--- config.mk ---
export PLATFORM = sky130hd
export DESIGN_NAME = nrisc_ddata_arbiter_flat
export DESIGN_NICKNAME = d
export VERILOG_FILES = /design/src/rtl/nrisc_ddata_arbiter_pkg.sv /design/src/rtl/nrisc_ddata_arbiter_if.sv /design/src/rtl/nrisc_ddata_arbiter.sv /design/src/flat_wrapper.sv
export SDC_FILE = /design/constraint.sdc
export NUM_CORES = 1
export LEC_CHECK = 0
export BUFFER_PORTS_ARGS = -buffer_cell sky130_fd_sc_hd__buf_2
export CORE_AREA = 3 3 76 78
export CTS_CLUSTER_DIAMETER = 150
export CTS_CLUSTER_SIZE = 24
export DETAILED_ROUTE_END_ITERATION = 12
export DIE_AREA = 0 0 79 81
export GPL_TIMING_DRIVEN = 1
export HOLD_SLACK_MARGIN = 0.12
export PLACE_DENSITY = 0.83
export SLEW_MARGIN = 20
export SYNTH_ARGS = -nofsm -noshare
export SYNTH_HDL_FRONTEND = slang
export SYNTH_SLANG_ARGS = --single-unit
--- constraint.sdc ---
create_clock -name clk -period 2.1 [get_ports clk]
set_input_delay 0.105 -clock clk [delete_from_list [all_inputs] [get_ports clk]]
set_output_delay 0.105 -clock clk [all_outputs]
set_load 0.1 [all_outputs]
--- src/rtl/nrisc_ddata_arbiter_pkg.sv ---
// Shared constants and types for the data-memory port arbiter.
// Holds widths, the starvation limit and the state encodings used by the arbiter and its bench.
package nrisc_ddata_arbiter_pkg;

    localparam int TAM           = 16;
    localparam int N_DDATA       = 8;
    localparam int ARB_MAX_WAIT  = 4;

    typedef enum logic [1:0] {
        ARB_IDLE  = 2'd0,
        ARB_CMD_C = 2'd1,
        ARB_CMD_B = 2'd2
    } arb_state_e;

    // Owner of the load whose data returns in the following cycle.
    typedef enum logic {
        TAG_C = 1'b0,
        TAG_B = 1'b1
    } rd_tag_e;

    // Fixed core priority, overridden in favour of the bus once it has been starved.
    function automatic arb_state_e pick_winner(input logic c_req,
                                               input logic b_req,
                                               input logic starved);
        arb_state_e w;
        w = ARB_IDLE;
        if (c_req && b_req) begin
            w = starved ? ARB_CMD_B : ARB_CMD_C;
        end else if (c_req) begin
            w = ARB_CMD_C;
        end else if (b_req) begin
            w = ARB_CMD_B;
        end
        return w;
    endfunction

endpackage

--- src/rtl/nrisc_ddata_arbiter_if.sv ---
// Master-side request port and memory-side command port of the data-memory arbiter.
// Handshake: a master raises req with we/addr/wdata stable and holds them until gnt pulses for one cycle;
// a load returns rdata one cycle after gnt, qualified by a single-cycle rvalid. There is no back-pressure.
interface nrisc_ddata_arbiter_if;
    import nrisc_ddata_arbiter_pkg::*;

    logic           req;
    logic           we;
    logic [TAM-1:0] addr;
    logic [TAM-1:0] wdata;
    logic           gnt;
    logic           rvalid;
    logic [TAM-1:0] rdata;

    modport master (output req, we, addr, wdata, input gnt, rvalid, rdata);
    modport slave  (input req, we, addr, wdata, output gnt, rvalid, rdata);

endinterface

interface nrisc_ddata_mem_if;
    import nrisc_ddata_arbiter_pkg::*;

    logic [TAM-1:0] addr;
    logic [TAM-1:0] wdata;
    logic           load;
    logic           write;
    logic [TAM-1:0] rdata;

    modport master (output addr, wdata, load, write, input rdata);
    modport slave  (input addr, wdata, load, write, output rdata);

endinterface

--- src/rtl/nrisc_ddata_arbiter.sv ---
// Arbitrates the single data-memory port between the core (c) and the bus/DMA master (b).
// Core has fixed priority; a saturating wait counter forces a bus win after MAX_WAIT lost cycles.
module nrisc_ddata_arbiter
    import nrisc_ddata_arbiter_pkg::*;
#(
    parameter int MAX_WAIT = ARB_MAX_WAIT
) (
    input  logic                          clk,
    input  logic                          rst,
    nrisc_ddata_arbiter_if.slave          c,
    nrisc_ddata_arbiter_if.slave          b,
    nrisc_ddata_mem_if.master             m,
    output arb_state_e                    dbg_state,
    output logic [$clog2(MAX_WAIT+1)-1:0] dbg_wait_cnt
);

    localparam int WAIT_W = $clog2(MAX_WAIT + 1);

    arb_state_e        state;
    arb_state_e        next_state;
    logic [WAIT_W-1:0] wait_cnt;
    logic [WAIT_W-1:0] next_wait;
    logic              starved;
    logic              rd_valid;
    rd_tag_e           rd_tag;

    assign starved = (wait_cnt == WAIT_W'(MAX_WAIT));

    always_comb begin
        next_state = pick_winner(c.req, b.req, starved);
        next_wait  = '0;
        if (b.req && next_state == ARB_CMD_C) begin
            next_wait = starved ? wait_cnt : wait_cnt + 1'b1;
        end
    end

    // The command cycle outputs are registered from the decision; the read tag
    // is captured from the command cycle so a new grant may overlap the return.
    always_ff @(posedge clk or negedge rst) begin
        if (!rst) begin
            state    <= ARB_IDLE;
            wait_cnt <= '0;
            rd_valid <= 1'b0;
            rd_tag   <= TAG_C;
            c.gnt    <= 1'b0;
            b.gnt    <= 1'b0;
            m.addr   <= '0;
            m.wdata  <= '0;
            m.load   <= 1'b0;
            m.write  <= 1'b0;
        end else begin
            state    <= next_state;
            wait_cnt <= next_wait;
            rd_valid <= m.load;
            rd_tag   <= (state == ARB_CMD_B) ? TAG_B : TAG_C;
            c.gnt    <= (next_state == ARB_CMD_C);
            b.gnt    <= (next_state == ARB_CMD_B);
            case (next_state)
                ARB_CMD_C: begin
                    m.addr  <= c.addr;
                    m.wdata <= c.wdata;
                    m.load  <= ~c.we;
                    m.write <= c.we;
                end
                ARB_CMD_B: begin
                    m.addr  <= b.addr;
                    m.wdata <= b.wdata;
                    m.load  <= ~b.we;
                    m.write <= b.we;
                end
                default: begin
                    m.addr  <= '0;
                    m.wdata <= '0;
                    m.load  <= 1'b0;
                    m.write <= 1'b0;
                end
            endcase
        end
    end

    assign c.rvalid = rd_valid && (rd_tag == TAG_C);
    assign b.rvalid = rd_valid && (rd_tag == TAG_B);
    assign c.rdata  = m.rdata;
    assign b.rdata  = m.rdata;

    assign dbg_state    = state;
    assign dbg_wait_cnt = wait_cnt;

    a_one_gnt : assert property (@(posedge clk) disable iff (!rst) !(c.gnt && b.gnt));
    a_wait_bound : assert property (@(posedge clk) disable iff (!rst) wait_cnt <= WAIT_W'(MAX_WAIT));

endmodule
--- src/flat_wrapper.sv ---
// flat-port wrapper written by rule: the top's interface ports become plain ports
module nrisc_ddata_arbiter_flat import nrisc_ddata_arbiter_pkg::*;
#(
    parameter int MAX_WAIT = ARB_MAX_WAIT
)
  (clk, rst, dbg_state, dbg_wait_cnt, c_req, c_we, c_addr, c_wdata, c_gnt, c_rvalid, c_rdata, b_req, b_we, b_addr, b_wdata, b_gnt, b_rvalid, b_rdata, m_addr, m_wdata, m_load, m_write, m_rdata);
  nrisc_ddata_arbiter_if c_i ();
  nrisc_ddata_arbiter_if b_i ();
  nrisc_ddata_mem_if m_i ();
  input  logic clk;
  input  logic rst;
  output arb_state_e dbg_state;
  output logic [$clog2(MAX_WAIT+1)-1:0] dbg_wait_cnt;
  input wire logic [$bits(c_i.req)-1:0] c_req;
  input wire logic [$bits(c_i.we)-1:0] c_we;
  input wire logic [$bits(c_i.addr)-1:0] c_addr;
  input wire logic [$bits(c_i.wdata)-1:0] c_wdata;
  output wire logic [$bits(c_i.gnt)-1:0] c_gnt;
  output wire logic [$bits(c_i.rvalid)-1:0] c_rvalid;
  output wire logic [$bits(c_i.rdata)-1:0] c_rdata;
  input wire logic [$bits(b_i.req)-1:0] b_req;
  input wire logic [$bits(b_i.we)-1:0] b_we;
  input wire logic [$bits(b_i.addr)-1:0] b_addr;
  input wire logic [$bits(b_i.wdata)-1:0] b_wdata;
  output wire logic [$bits(b_i.gnt)-1:0] b_gnt;
  output wire logic [$bits(b_i.rvalid)-1:0] b_rvalid;
  output wire logic [$bits(b_i.rdata)-1:0] b_rdata;
  output wire logic [$bits(m_i.addr)-1:0] m_addr;
  output wire logic [$bits(m_i.wdata)-1:0] m_wdata;
  output wire logic [$bits(m_i.load)-1:0] m_load;
  output wire logic [$bits(m_i.write)-1:0] m_write;
  input wire logic [$bits(m_i.rdata)-1:0] m_rdata;
  assign c_i.req = c_req;
  assign c_i.we = c_we;
  assign c_i.addr = c_addr;
  assign c_i.wdata = c_wdata;
  assign c_gnt = c_i.gnt;
  assign c_rvalid = c_i.rvalid;
  assign c_rdata = c_i.rdata;
  assign b_i.req = b_req;
  assign b_i.we = b_we;
  assign b_i.addr = b_addr;
  assign b_i.wdata = b_wdata;
  assign b_gnt = b_i.gnt;
  assign b_rvalid = b_i.rvalid;
  assign b_rdata = b_i.rdata;
  assign m_addr = m_i.addr;
  assign m_wdata = m_i.wdata;
  assign m_load = m_i.load;
  assign m_write = m_i.write;
  assign m_i.rdata = m_rdata;
  nrisc_ddata_arbiter #(.MAX_WAIT(MAX_WAIT)) u_core (.clk(clk), .rst(rst), .c(c_i), .b(b_i), .m(m_i), .dbg_state(dbg_state), .dbg_wait_cnt(dbg_wait_cnt));
endmodule
* Word-level counts from Yosys, hierarchy flattened *
Index checks and enable logic that the tools add are counted.

word-level totals
  logic and storage cells = 34
  flip-flop bits (word level) = 43
  bits of input ports = 86
  output and inout port bits = 75

operators by class
  $add $sub $neg = 1
  bitwise logic cells = 3
  eq/ne operators = 5
  reductions and logical operators = 4
  mux-type cells = 11

operators with widths
  operator               count
  $pmux W16 S2           2
  $mux W2                4
  $mux W3                2
  $eq A2 B2 Y1 const B   2
  $logic_and A1 B1 Y1    4
  $pmux W1 S2            2
  $add A3 B1 Y3 const B  1
  $eq A3 B3 Y1 const B   1
  $not A1 Y1             3
  $eq A2 B1 Y1 const B   1
  $ne A2 B2 Y1 const B   1
  $mux W1                1

* Depth between registers and ports, before layout *
Gate-level depths: netlist of the first run.

  word-level depth = 6
  mapped depth = 6
  gate-level depth less buffers = 4

* Least setup slack after synthesis of the first run *
Ideal clock, no wire load.

  path type = reg-to-reg
  from = register u_core.wait_cnt[0] (netlist: u_core.dbg_wait_cnt[0])
  to = register u_core.m.addr[0]
  library setup time = 126 ps
  cell stages (with the launch flop) = 6
  data arrival time = 1879 ps
  clock period less this slack = 2005 ps
  path buffers = 1
  data required time = 1974 ps
  setup slack = 95 ps
  cells stage by stage = dfrtp_1 > inv_1 > ha_1 > a21boi_4 > buf_4 > o22ai_2

on the way
  longest elaborated chain between the ends = 5
  elaborated cells on any way between the ends = 6
  those cells by class = eq/ne: 3; mux: 3

ends and longest elaborated chain
  what                                                 RTL line                       text
  start, declared                                      nrisc_ddata_arbiter.sv:21      logic [WAIT_W-1:0] wait_cnt;
  start signal, assigned                               nrisc_ddata_arbiter.sv:53      wait_cnt <= next_wait;
  $eq A3 B3 Y1 *                                       nrisc_ddata_arbiter.sv:27      assign starved = (wait_cnt == WAIT_W'(MAX_WAIT));
  $mux W2 *                                            nrisc_ddata_arbiter_pkg.sv:28  w = starved ? ARB_CMD_B : ARB_CMD_C;
  $mux W2 *                                            nrisc_ddata_arbiter_pkg.sv:27  if (c_req && b_req) begin
  $eq A2 B2 Y1 / $eq A2 B1 Y1 (equally long branches)  nrisc_ddata_arbiter.sv:58      case (next_state)
  $pmux W16 S2 *                                       nrisc_ddata_arbiter.sv:58
  end, declared                                        nrisc_ddata_arbiter_if.sv:29   modport master (output addr, wdata, load, write, input rdata);

Every way passes the cells marked *; elsewhere a longest branch is shown, timed or not.
A chain may end at the register's enable or synchronous reset.

* Worst setup path in the final report of the first run *
  from = register u_core.wait_cnt[0] (netlist: u_core.dbg_wait_cnt[0])
  to = register u_core.m.wdata[10]

on the way
  longest elaborated chain between the ends = 5
  elaborated cells on any way between the ends = 6
  those cells by class = eq/ne: 3; mux: 3

ends and longest elaborated chain
  what                                                 RTL line
  $eq A3 B3 Y1 *                                       nrisc_ddata_arbiter.sv:27
  $mux W2 *                                            nrisc_ddata_arbiter_pkg.sv:28
  $mux W2 *                                            nrisc_ddata_arbiter_pkg.sv:27
  $eq A2 B2 Y1 / $eq A2 B1 Y1 (equally long branches)  nrisc_ddata_arbiter.sv:58
  $pmux W16 S2 *                                       nrisc_ddata_arbiter.sv:58
  end, declared                                        nrisc_ddata_arbiter_if.sv:29

Marks and branches as above.

==> flow_summary.json, run 1 <==
{
  "max_freq_ghz": 0.5120,
  "grt_max_degree": 44,
  "fin_ws_ns": 0.1469,
  "power_density_nw_per_um2": 670.9,
  "max_stage_delay_ns": 0.57,
  "grt_pass1_vias": 2032,
  "endpoint": "u_core.m.wdata[10]",
  "hold_class": "in -> out",
  "grt.overflow.total": 0,
  "routabilityCongestion": 0.6215,
  "syn_area_sq_um": 2171,
  "first_pass_iters": 4,
  "final_util_pct": 63.66,
  "syn_inst": 212,
  "worstMarginPinSlew_ns": 0.9287,
  "grt_util_met1_pct": 20.21,
  "crit_chain": "inv_1 -> ha_1 -> and3_2 -> o22ai_1 -> dlygate4sd3_1",
  "layout-drive-gt1-share_pct": 40.90,
  "via_count": 1977,
  "grt_pass1_wl_mm": 9.922,
  "cts_made_buffers": 5,
  "reg2reg_depth": 5,
  "use_met2_pct": 41.08,
  "io_buffers": 112,
  "fill_cells": 423,
  "required_ns": 2.27,
  "hold_violations": 0,
  "hold_depth": 0,
  "slowest_stage": "dlygate4sd3_1",
  "drtIter0Drc": 78,
  "r2r_start": "u_core.dbg_wait_cnt[0]",
  "start_util_pct": 42.23,
  "rows": 26,
  "rsz0062_at_grt": "no",
  "cts_buffer_depth": 2,
  "drv_cap": 0,
  "regArea_sq_um": 1076,
  "crit_start": "u_core.dbg_wait_cnt[0]",
  "outcome": "complete, no violations",
  "fin_skew_ns": 0.003102,
  "fin_cells": 427,
  "synth_nets": 300,
  "critPathArrivalTime_ns": 2.12,
  "clk-insertion-delay-late_ns": 0.28,
  "die_x_microns": 79,
  "path_class": "reg -> reg",
  "ir_drop_v": 0.0002869,
  "clkTransAtPathRegs_ns": 0.07,
  "grt_use_met3_pct": 3.548,
  "report.final.slew_viol_count": 0,
  "coreArea_sq_um": 5140,
  "cts_tree": "built",
  "grt_use_total_pct": 20.39,
  "relSlewSlack_pct": 38.09,
  "io-pin-count": 161,
  "synth.ff_latch_count": 43,
  "yosys_warnings": 0,
  "multi_input_area_sq_um": 734.5,
  "wl_mm": 6.513,
  "end_kind": "register",
  "drc_errors": 0,
  "startpoint_type": "register",
  "setup_violations": 0,
  "layout_worst_path_cycle_share_pct": 93.01,
  "post-place-ws_ns": 0.4758,
  "synth_cell_type_count": 21,
  "ff2ff_setup_slack_ns": 0.15,
  "num_antenna_cells": 0,
  "seq_area_frac_synth_pct": 49.57,
  "h-tree-depth": 2,
  "timing.rr.end": "u_core.m.wdata[10]",
  "antenna_left": 0,
  "die_h_microns": 81,
  "dpl.hpwl_mm": 3.872,
  "areaGrowthSynthToFinish_pct": 50.72,
  "dp_cells": 352,
  "top_usage_layer": "met2",
  "syn_avg_cell_area_sq_um": 10.24,
  "p_leak_nw": 1.675,
  "die-area_sq_um": 6399,
  "period_minus_slack_ns": 1.953,
  "clock_sinks": 43,
  "setup_tns_ns": 0,
  "critPathMaxFanout": 12,
  "cts_root_buffer": "clkbuf_8",
  "via_per_inst": 4.630,
  "finalNetCount": 444,
  "cts_setup_buffers": 0,
  "wl_per_cell_microns": 15.25,
  "grt_antenna_before_repair": 0
}
==> cell usage in the layout (no fill, tap or decap), types with 3 or more instances in the layout <==
cell and instances:
nor2b_1 4, dfrtp_1 43, dlygate4sd3_1 67, inv_1 3, buf_4 4, o22ai_1 12, o22ai_2 21, clkbuf_8 5
nand2_1 68, buf_2 112
==> sequential cells by signal, indices dropped and copies added (netlist names) <==
| signal | flops |
|---|---|
| u_core.b.gnt | 1 |
| u_core.c.gnt | 1 |
| u_core.dbg_state | 2 |
| u_core.dbg_wait_cnt | 3 |
| u_core.m.addr | 16 |
| u_core.m.load | 1 |
| u_core.m.wdata | 16 |
| u_core.m.write | 1 |
| u_core.rd_tag | 1 |
| u_core.rd_valid | 1 |
==> cell families after synthesis <==
family	share of synthesized area (%)
compound gates	17.06
fa+ha+maj	1.153
buf+inv	16.66
flops	49.57
simple gates	15.56
==> Yosys cell counts (all sizes together) <==
library cell	instances	area [sq um]
o22ai	33	337.8
a21oi	1	5.000
and4	1	8.760
nor2	2	7.510
nor3b	1	7.510
ha	2	25.02
clkbuf	3	11.26
and3	1	6.260
nand2	68	255.2
nand2b	2	12.51
buf	44	339.1
or3b	1	8.760
o32ai	1	8.760
dfrtp	43	1076
inv	3	11.26
a21boi	1	18.77
nor2b	4	25.02
and2	1	6.260
==> power breakdown <==
part           total [mW]  internal [mW]  switching [mW]
clock network       0.490          0.233           0.257
logic               0.805          0.226           0.579
registers           0.900          0.882          0.0177
total                2.20           1.34           0.854
==> final cells by class <==
type / count / share of cell area [%]
timing repair buffer: 184 / 39.16
sequential: 43 / 32.89
multi-input combinational: 119 / 22.45
tap: 70 / 2.677
clock buffer: 7 / 2.333
inverter: 3 / 0.3442
clock inverter: 1 / 0.1530
==> worst max-delay path, delay by kind of cell (launching register included) <==
kind | cells | cell delay (ns)
AO/OA/AOI/OAI | 1 | 0.11
adder cells (fa/ha/maj) | 1 | 0.25
buffers and inverters | 2 | 0.64
flip-flops | 1 | 0.41
AND/OR/NAND/NOR | 1 | 0.43
==> metal layers <==
layer	routed length [microns]	up-vias
met5	0	-
met4	127	0
met3	469	19
met2	3660	95
met1	2255	909
li1	-	954
==> worst min-delay path by stage <==
stage | endpoint | startpoint
after floorplan | u_core.b.gnt | rst
after global placement | b_rdata[8] | m_rdata[8]
after detailed placement | b_rdata[8] | m_rdata[8]
after CTS | b_rdata[8] | m_rdata[8]
after global routing | c_rdata[0] | m_rdata[0]
final | c_rdata[12] | m_rdata[12]
==> repair_timing <==
item / in CTS / in global routing
gates resized for setup: 0 / 0
hold buffers: 67 / 0
hold endpoints to repair: 77 / 0
setup endpoints to repair: 0 / 0
==> through the flow <==
stage | instance area [sq um] | total power [mW] | hold slack, ns
2_1_floorplan | 2171 | 1.739 | -0.1906
3_3_place_gp | 2520 | 1.609 | 0.2111
3_5_place_dp | 2520 | 1.615 | 0.2111
4_1_cts | 3272 | 2.219 | 0.2111
5_1_grt | 3272 | 2.305 | 0.2102
6_report | 3272 | 2.195 | 0.2101
(Power assumes the default switching activity.)
==> run 2: changes to the inputs <==
--- a/config.mk
+++ b/config.mk
@@ -6,14 +6,16 @@
 export NUM_CORES = 1
 export LEC_CHECK = 0
 export BUFFER_PORTS_ARGS = -buffer_cell sky130_fd_sc_hd__buf_2
-export CORE_AREA = 3 3 76 78
+export CELL_PAD_IN_SITES_DETAIL_PLACEMENT = 1
+export CELL_PAD_IN_SITES_GLOBAL_PLACEMENT = 1
+export CORE_AREA = 3 3 90 92
 export CTS_CLUSTER_DIAMETER = 150
 export CTS_CLUSTER_SIZE = 24
 export DETAILED_ROUTE_END_ITERATION = 12
-export DIE_AREA = 0 0 79 81
+export DIE_AREA = 0 0 93 95
 export GPL_TIMING_DRIVEN = 1
 export HOLD_SLACK_MARGIN = 0.12
-export PLACE_DENSITY = 0.83
+export PLACE_DENSITY_LB_ADDON = 0.15
 export SLEW_MARGIN = 20
 export SYNTH_ARGS = -nofsm -noshare
 export SYNTH_HDL_FRONTEND = slang
==> run 2 against run 1 <==
Against the previous run:
- setup slack got worse by 0.032 ns
- clock skew increased by 0.0042 ns
- global-route usage decreased by 5.0 points
- routed wire length increased by 3.1%
- final cell count increased by 7.0%
- final area increased by 2.6%
- combinational power about the same
- maximum frequency decreased by 1.6%
- clock power increased by 36%
- critical path depth increased by 1
- register-to-register slack got worse by 0.03 ns
- first-iteration DRC count decreased by 38%
==> flow_summary.json, run 2 (synthesized netlist as in run 1, its figures left out) <==
{
  "first_pass_iters": 4,
  "grt_pass1_wl_mm": 10.51,
  "startpoint_type": "register",
  "rsz0062_at_grt": "no",
  "holdPathEnd": "b_rdata[11]",
  "final_common_cell": "buf_2",
  "hold_depth": 0,
  "timing.rr.end": "u_core.m.wdata[7]",
  "max_stage_delay_ns": 0.57,
  "end_kind": "register",
  "critPathMaxFanout": 21,
  "path_class": "reg -> reg",
  "io-pin-count": 161,
  "grt.overflow.total": 0,
  "reg2reg_depth": 6,
  "coreArea_sq_um": 7292,
  "wl_mm": 6.715,
  "power_density_nw_per_um2": 706.9,
  "clock_sinks": 43,
  "holdWs_ns": 0.2100,
  "period_minus_slack_ns": 1.985,
  "postLayoutCellArea_sq_um": 3358,
  "clkTransAtPathRegs_ns": 0.08,
  "outcome": "complete, no violations",
  "relSlewSlack_pct": 35.26,
  "routabilityCongestion": 0.7273,
  "r2r_start": "u_core.dbg_wait_cnt[0]",
  "cts_tree": "built",
  "slowest_stage": "dlygate4sd3_1",
  "setup_tns_ns": 0,
  "wl_per_cell_microns": 14.69,
  "crit_chain": "inv_1 -> ha_1 -> a21boi_4 -> buf_6 -> o22ai_1 -> dlygate4sd3_1",
  "drv_cap": 0,
  "p_leak_nw": 1.698,
  "worstMarginPinSlew_ns": 0.9712,
  "fill_cells": 872,
  "cts_buffer_depth": 2,
  "max_freq_ghz": 0.5038,
  "grt_max_degree": 44,
  "rows": 31,
  "die_h_microns": 95,
  "antenna_left": 0,
  "hold_violations": 0,
  "cts_root_buffer": "clkbuf_8",
  "clk-insertion-delay-late_ns": 0.29,
  "setup_violations": 0,
  "drtIter0Drc": 48,
  "ff2ff_setup_slack_ns": 0.12,
  "finalNetCount": 445,
  "die-area_sq_um": 8835,
  "report.final.slew_viol_count": 0,
  "cts_made_buffers": 5,
  "holdCritStartpoint": "m_rdata[11]",
  "grt_use_total_pct": 15.41,
  "fin_skew_ns": 0.007317,
  "grt_antenna_before_repair": 0,
  "layout_worst_path_cycle_share_pct": 94.51,
  "io_buffers": 112,
  "via_count": 2041,
  "place_area_sq_um": 2556,
  "h-tree-depth": 2,
  "areaGrowthSynthToFinish_pct": 54.70,
  "cts_setup_buffers": 0,
  "required_ns": 2.28,
  "hold_class": "in -> out",
  "dpl.hpwl_mm": 4.248,
  "critPathArrivalTime_ns": 2.16,
  "die_x_microns": 93,
  "num_antenna_cells": 0,
  "start_util_pct": 29.77,
  "ir_drop_v": 0.0002599,
  "layout-drive-gt1-share_pct": 41.34,
  "via_per_inst": 4.466,
  "drc_errors": 0,
  "final_cell_mix": "112 x buf_2, 68 x nand2_1, 68 x dlygate4sd3_1, 43 x dfrtp_1, 21 x o22ai_2",
  "grt_pass1_vias": 2248
}
## run 2: cell count changes in the layout (fill, tap and decap cells not counted)
cell,change
clkbuf_1,-2
buf_4,-1
buf_6,+1
bufinv_16,+1
clkbuf_8,+1
dlygate4sd3_1,+1
## run 2: routing by layer
layer	GRT usage [%]	wire length, microns	vias up
li1	-	-	954
met1	15.87	2493	991
met2	30.35	3679	75
met3	3.347	401	21
met4	5.495	140	0
met5	0	0	-
## run 2: report_power, final
group | switching (mW) | internal [mW] | leakage [nW]
Clock | 0.282 | 0.385 | 0.0612
Sequential | 0.0171 | 0.882 | 0.539
Combinational | 0.581 | 0.227 | 1.10
Total | 0.880 | 1.49 | 1.70
## run 2: final cells by class
type	count	area, sq um	area share [%]
sequential	43	1076	32.04
clock inverter	2	35.03	1.043
tap	99	123.9	3.689
clock buffer	6	82.58	2.459
inverter	3	11.26	0.3353
multi-input combinational	119	734.5	21.87
timing repair buffer	185	1295	38.56
## run 2: worst max path at each step
stage	from	to	slack, ns	cells after the start
4_1_cts	u_core.dbg_wait_cnt[0]	u_core.m.addr[15]	0.05	6
3_3_place_gp	u_core.dbg_wait_cnt[0]	u_core.m.wdata[10]	0.56	5
2_1_floorplan	u_core.dbg_wait_cnt[0]	u_core.m.addr[0]	0.1	5
3_5_place_dp	u_core.dbg_wait_cnt[0]	u_core.m.wdata[13]	0.50	5
6_report	u_core.dbg_wait_cnt[0]	u_core.m.wdata[7]	0.12	6
5_1_grt	u_core.dbg_wait_cnt[0]	u_core.m.wdata[7]	0.04	6
## run 2: through the flow
step | instances | util [%] | setup slack (ns) | total power [mW]
floorplan | 212 | - | 0.09539 | 1.739
global placement | 381 | 35.05 | 0.5630 | 1.619
detailed placement | 381 | 35.05 | 0.5020 | 1.624
CTS | 457 | 46.00 | 0.05279 | 2.407
global route | 457 | 46.05 | 0.03706 | 2.481
finish | 457 | 46.05 | 0.1152 | 2.374
## run 2: worst max-delay path, delay by kind of cell, from the launching register on
family                     cells  cell delay [ns]
buffers and inverters          3             0.88
DFF                            1             0.40
AOI/OAI and AO/OA              2             0.31
adders and majority gates      1             0.27
## run 2: timing repair
action                                 CTS  global route
resized for setup                        0             1
endpoints found under the hold margin   77             0
hold buffers                            68             0
setup endpoints to repair                0             8
